<file path="config.mk">
export PLATFORM = sky130hd
export DESIGN_NAME = occ_ctrl_flat
export DESIGN_NICKNAME = d
export VERILOG_FILES = /design/src/rtl/occ_ctrl_if.sv /design/src/rtl/occ_ctrl.sv /design/src/flat_wrapper.sv
export SDC_FILE = /design/constraint.sdc
export NUM_CORES = 1
export LEC_CHECK = 0
export CORE_UTILIZATION = 44
export DETAILED_ROUTE_END_ITERATION = 10
export GPL_TIMING_DRIVEN = 0
export PLACE_DENSITY = 0.76
export SLEW_MARGIN = 0
export SYNTH_ARGS = -nofsm -noshare
export SYNTH_HDL_FRONTEND = slang
export SYNTH_SLANG_ARGS = --single-unit
export TNS_END_PERCENT = 10
</file>
<file path="constraint.sdc">
create_clock -name clk -period 3.45 [get_ports clk]
set_clock_uncertainty 0.05 [all_clocks]
set_input_delay 0.345 -clock clk [delete_from_list [all_inputs] [get_ports clk]]
set_output_delay 0.345 -clock clk [all_outputs]
set_load 0.01 [all_outputs]
</file>
<file path="src/rtl/occ_ctrl_if.sv">
// Request/grant handshake and pointer-advance strobes between occ_ctrl (slave)
// and its producer/consumer side (master).
interface occ_ctrl_if;
  logic push_req;
  logic pop_req;
  logic push_gnt;
  logic pop_gnt;
  logic wr_ptr_inc;
  logic rd_ptr_inc;

  modport master (
    output push_req, pop_req,
    input  push_gnt, pop_gnt, wr_ptr_inc, rd_ptr_inc
  );

  modport slave (
    input  push_req, pop_req,
    output push_gnt, pop_gnt, wr_ptr_inc, rd_ptr_inc
  );
endinterface

</file>
<file path="src/rtl/occ_ctrl.sv">
// Occupancy controller for a DEPTH-slot buffer: grants push/pop, strobes external
// pointer counters, drains on flush. Define OCC_CTRL_ALMOST_EN for almost_full/almost_empty.
module occ_ctrl #(
  parameter int DEPTH    = 16,
  parameter int WIDTH    = 5,
  parameter int AF_LEVEL = 14,
  parameter int AE_LEVEL = 2
) (
  input  logic             clk,
  input  logic             rst_n,
  input  logic             enable_i,
  input  logic             flush_i,
  input  logic             err_clr_i,
  occ_ctrl_if.slave        bus,
  output logic [WIDTH-1:0] occupancy_o,
  output logic             full_o,
  output logic             empty_o,
  output logic             busy_o,
  output logic             ovf_err_o,
  output logic             udf_err_o
`ifdef OCC_CTRL_ALMOST_EN
  ,
  output logic             almost_full_o,
  output logic             almost_empty_o
`endif
);

  if ((2 ** WIDTH) <= DEPTH || AF_LEVEL > DEPTH || AE_LEVEL > DEPTH) begin : g_bad_params
    $error("occ_ctrl: WIDTH too narrow for DEPTH or threshold above DEPTH");
  end

  typedef enum logic [1:0] {
    ST_IDLE,
    ST_RUN,
    ST_FLUSH
  } state_e;

  state_e           state_q, state_d;
  logic [WIDTH-1:0] occ_q, occ_d;
  logic             ovf_q, ovf_d;
  logic             udf_q, udf_d;

  logic full, empty, run, push_gnt, pop_gnt, drain;

  assign full  = (occ_q == WIDTH'(DEPTH));
  assign empty = (occ_q == '0);

  // NOTE: state registers use non-blocking assignments so every flop samples
  // pre-edge values; blocking here would create order-dependent simulation.
  always_ff @(posedge clk) begin
    if (!rst_n) begin
      state_q <= ST_IDLE;
      occ_q   <= '0;
      ovf_q   <= 1'b0;
      udf_q   <= 1'b0;
    end else begin
      state_q <= state_d;
      occ_q   <= occ_d;
      ovf_q   <= ovf_d;
      udf_q   <= udf_d;
    end
  end

  // NOTE: every comb output gets a default first so no path leaves it unassigned,
  // which would otherwise infer a latch.
  always_comb begin
    state_d = state_q;
    unique case (state_q)
      ST_IDLE:  if (enable_i) state_d = ST_RUN;
      ST_RUN: begin
        if (flush_i)        state_d = ST_FLUSH;
        else if (!enable_i) state_d = ST_IDLE;
      end
      ST_FLUSH: if (empty) state_d = enable_i ? ST_RUN : ST_IDLE;
      default:  state_d = ST_IDLE;
    endcase
  end

  // Grants and strobes are held low while reset is asserted so an aborted
  // flush or transfer issues nothing in the reset cycle itself.
  always_comb begin
    run      = (state_q == ST_RUN);
    push_gnt = rst_n & run & bus.push_req & ~full;
    pop_gnt  = rst_n & run & bus.pop_req & ~empty;
    drain    = rst_n & (state_q == ST_FLUSH) & ~empty;
  end

  always_comb begin
    occ_d = occ_q;
    if (push_gnt && !pop_gnt)
      occ_d = occ_q + WIDTH'(1);
    else if ((pop_gnt && !push_gnt) || drain)
      occ_d = occ_q - WIDTH'(1);
    // A new error condition outranks a simultaneous clear.
    ovf_d = (run & bus.push_req & full)  | (ovf_q & ~err_clr_i);
    udf_d = (run & bus.pop_req  & empty) | (udf_q & ~err_clr_i);
  end

  assign bus.push_gnt   = push_gnt;
  assign bus.pop_gnt    = pop_gnt;
  assign bus.wr_ptr_inc = push_gnt;
  assign bus.rd_ptr_inc = pop_gnt | drain;

  assign occupancy_o = occ_q;
  assign full_o      = full;
  assign empty_o     = empty;
  assign busy_o      = (state_q == ST_FLUSH);
  assign ovf_err_o   = ovf_q;
  assign udf_err_o   = udf_q;

`ifdef OCC_CTRL_ALMOST_EN
  assign almost_full_o  = (occ_q >= WIDTH'(AF_LEVEL));
  assign almost_empty_o = (occ_q <= WIDTH'(AE_LEVEL));
`endif

endmodule

</file>
<file path="src/flat_wrapper.sv">
// flat-port wrapper written by rule: the top's interface ports become plain ports
module occ_ctrl_flat 
#(
  parameter int DEPTH    = 16,
  parameter int WIDTH    = 5,
  parameter int AF_LEVEL = 14,
  parameter int AE_LEVEL = 2
)
  (clk, rst_n, enable_i, flush_i, err_clr_i, occupancy_o, full_o, empty_o, busy_o, ovf_err_o, udf_err_o, bus_push_req, bus_pop_req, bus_push_gnt, bus_pop_gnt, bus_wr_ptr_inc, bus_rd_ptr_inc);
  occ_ctrl_if bus_i ();
  input  logic clk;
  input  logic rst_n;
  input  logic enable_i;
  input  logic flush_i;
  input  logic err_clr_i;
  output logic [WIDTH-1:0] occupancy_o;
  output logic full_o;
  output logic empty_o;
  output logic busy_o;
  output logic ovf_err_o;
  output logic udf_err_o;
  input wire logic [$bits(bus_i.push_req)-1:0] bus_push_req;
  input wire logic [$bits(bus_i.pop_req)-1:0] bus_pop_req;
  output wire logic [$bits(bus_i.push_gnt)-1:0] bus_push_gnt;
  output wire logic [$bits(bus_i.pop_gnt)-1:0] bus_pop_gnt;
  output wire logic [$bits(bus_i.wr_ptr_inc)-1:0] bus_wr_ptr_inc;
  output wire logic [$bits(bus_i.rd_ptr_inc)-1:0] bus_rd_ptr_inc;
  assign bus_i.push_req = bus_push_req;
  assign bus_i.pop_req = bus_pop_req;
  assign bus_push_gnt = bus_i.push_gnt;
  assign bus_pop_gnt = bus_i.pop_gnt;
  assign bus_wr_ptr_inc = bus_i.wr_ptr_inc;
  assign bus_rd_ptr_inc = bus_i.rd_ptr_inc;
  occ_ctrl #(.DEPTH(DEPTH), .WIDTH(WIDTH), .AF_LEVEL(AF_LEVEL), .AE_LEVEL(AE_LEVEL)) u_core (.clk(clk), .rst_n(rst_n), .enable_i(enable_i), .flush_i(flush_i), .err_clr_i(err_clr_i), .bus(bus_i), .occupancy_o(occupancy_o), .full_o(full_o), .empty_o(empty_o), .busy_o(busy_o), .ovf_err_o(ovf_err_o), .udf_err_o(udf_err_o));
endmodule
</file>
==> metrics <==
hold buffers post-CTS=0; GR Overflow Total=0; post-DR wirelength/cell=approximately 11 um; CTS root buf=clkbuf_4; Clk Latency, worst-skew pair=~0.26 ns; FP Rows=13; DRT iter0 DRCs=7; Synth Warn #=0; area of the multi-input gates=about 450 um^2; Synthesized Nets=slightly below 90; crit-path max cell delay=between 0.5 and 0.6 ns; first-pass GRT wire length=~2000 um; # fillers=between 100 and 150; final WL=approximately 1300 um; critical path's slowest cell=clkdlybuf4s50_1; worst endpoint required time=about 3.6 ns; leakage power=0.342 nW; share of cells above drive strength 1=approximately 10%; initial antenna violation count=0; DRC=0; crit path time final=~2.7 ns; status=complete, no violations; Max Cap Viol=0; final setup fails=0; dpl cell area=around 900 um^2; HPWL after detailed placement=between 1000 and 1500 um; largest net degree at the start of global routing=11; post-synth cell types=32; TNS Setup=0 ns; Setup Buffers After CTS=0; Hold Crit Class=primary input to flip-flop; Data arrival, critical path=2.83 ns; period utilization=between 70% and 80%; CTS max path bufs=2; maximum clock rate=about 0.37 GHz; core area=1370 um^2; die span in x=roughly 41 um; GPL Wtd Cong=between 0.6 and 0.7; via count=roughly 610; Reg2Reg Setup Slack=~0.86 ns; Vert. Die Dim=41.1 um; Worst Setup Start Kind=primary input; TritonCTS clock tree=done; Seq. cell area=~180 um^2; ys async rst share=0%; Tot GR Track Use=18.3%; Seq/Total Area, Yosys=a little over a quarter; Synth Register Bits=9; Final Hold Fails=0; Starting Density=about half; Port Buf Inserts=19; Mapped Cells=77; Worst Tran Pin Value=0.469 ns; vias per cell=5.28; Layout Nets=between 100 and 150; htree depth=1; Crit. End Element=flip-flop; Reg clk slew, reported paths=around 0.060 ns; Netlist Area Pre-Place=672 um^2; hold depth=3; crit path cell chain=clkdlybuf4s50_1 -> nand4b_1 -> a211o_1 -> ha_1 -> nor2b_1 -> o21a_1 -> or4_4 -> o211ai_2 -> a31o_1; worst rel slew slack=between 60% and 70%; Final Cell Area=around 910 um^2; CTS sink count=9; worst reg2reg path endpoint=u_core.occupancy_o[4]$_SDFFE_PN0P_; CP max FO=8; Ant. Diodes=0; vias in the first global route=between 400 and 500; I/O pins=21; pwr dens=277 nW/um^2; Slew Limit Fails=0; Area Overhead vs Synth=35.0%; Syn Area/Cell=8.73 um^2; Hold Startpoint=rst_n; R2R Path Start=u_core.occupancy_o[2]$_SDFFE_PN0P_; Setup CP Type=primary input to flip-flop; RSZ-0062 raised after global routing=false; Final ANT Viol Nets=0; DRT Pass-1 Iters=2; post-cts sizing count=0; sink of the worst hold path=u_core.state_q[0]$_SDFFE_PN0P_; CTS Buf Count=3; Core Util, Final=around 66%; Die Area=1690 um^2; Max VDD drop=0.000167 V; predominant post-synthesis flop cell=dfxtp_1; reg2reg path depth=8; Post-synth EDFFs=0
per-layer routing:
layer,wire (um),global-route usage (%),vias to the layer above
li1,-,-,318
met4,9,7.50,0
met5,0,0,-
met3,46,4.89,2
met2,579,30.1,15
met1,684,22.0,272
cells in the mapped netlist, types with 2 or more instances:
master | number | area (um^2)
nand2_1 | 7 | 26.3
nor2b_1 | 2 | 12.5
dfxtp_1 | 9 | 180
o2bb2ai_1 | 2 | 17.5
xnor2_1 | 3 | 26.3
inv_1 | 8 | 30.0
mux2i_1 | 2 | 20.0
nor2_1 | 11 | 41.3
and2_1 | 2 | 12.5
ha_1 | 4 | 50.1
a21oi_1 | 3 | 15.0
nand4b_1 | 2 | 17.5
buf_4 | 2 | 15.0
nand3_1 | 2 | 10.0
cell type report:
| type | instances | area share, % |
|---|---|---|
| clock buffers | 4 | 2.90 |
| well taps | 15 | 2.07 |
| plain buffers | 2 | 1.66 |
| multi-input cells | 58 | 49.2 |
| flip-flops and latches | 9 | 19.9 |
| inverters | 8 | 3.31 |
| repair buffers | 19 | 21.0 |
cell families after synthesis:
group / synth area share (%)
fa+ha+maj: 10.4
simple gates: 25.9
flops: 26.8
buf+inv: 6.70
compound gates: 22.0
mux: 2.98
xor+xnor: 5.22
critical path, delay by kind of cell:
family	cells	cell delay [ns]
simple gates	3	0.81
compound gates	4	0.80
buf+inv	1	0.56
fa+ha+maj	1	0.32
where the power goes:
group	leakage [nW]	internal, mW	switching [mW]
Sequential	0.0730	0.107	0.00539
Clock	0.0150	0.0445	0.0348
Combinational	0.254	0.0313	0.0276
cell usage in the layout, fill, tap and decap left out, types with 2 or more instances in the layout:
| cell | n |
|---|---|
| o2bb2ai_1 | 2 |
| nor2b_1 | 2 |
| inv_1 | 8 |
| nand3_1 | 2 |
| a21oi_1 | 3 |
| nand2_1 | 7 |
| nand4b_1 | 2 |
| clkdlybuf4s50_1 | 19 |
| buf_4 | 2 |
| mux2i_1 | 2 |
| clkbuf_4 | 3 |
| ha_1 | 4 |
| dfxtp_1 | 9 |
| nor2_1 | 11 |
| and2_1 | 2 |
| xnor2_1 | 3 |
registers in the layout (all words and copies together) (netlist names):
register,flops
u_core.ovf_err_o,1
u_core.state_q,2
u_core.udf_err_o,1
u_core.occupancy_o,5
through the flow:
stage          setup slack [ns]  total power [mW]  hold WS, ns  cells
2_1_floorplan             0.967             0.150        0.421     77
3_3_place_gp              0.520             0.173        0.392    111
3_5_place_dp              0.492             0.174        0.395    111
4_1_cts                   0.753             0.255        0.320    115
5_1_grt                   0.651             0.268        0.316    115
6_report                  0.765             0.251        0.323    115
how the worst max path moves through the flow:
| stage | slack (ns) | endpoint | startpoint |
|---|---|---|---|
| after floorplan | 0.97 | u_core.occupancy_o[4]$_SDFFE_PN0P_ | u_core.occupancy_o[2]$_SDFFE_PN0P_ |
| after global placement | 0.52 | u_core.occupancy_o[4]$_SDFFE_PN0P_ | bus_push_req |
| after detailed placement | 0.49 | u_core.occupancy_o[4]$_SDFFE_PN0P_ | bus_push_req |
| after CTS | 0.75 | u_core.occupancy_o[4]$_SDFFE_PN0P_ | bus_push_req |
| after global routing | 0.65 | u_core.occupancy_o[4]$_SDFFE_PN0P_ | bus_push_req |
| final | 0.76 | u_core.occupancy_o[4]$_SDFFE_PN0P_ | bus_push_req |
No activity file was read; power rests on OpenSTA's default activity.
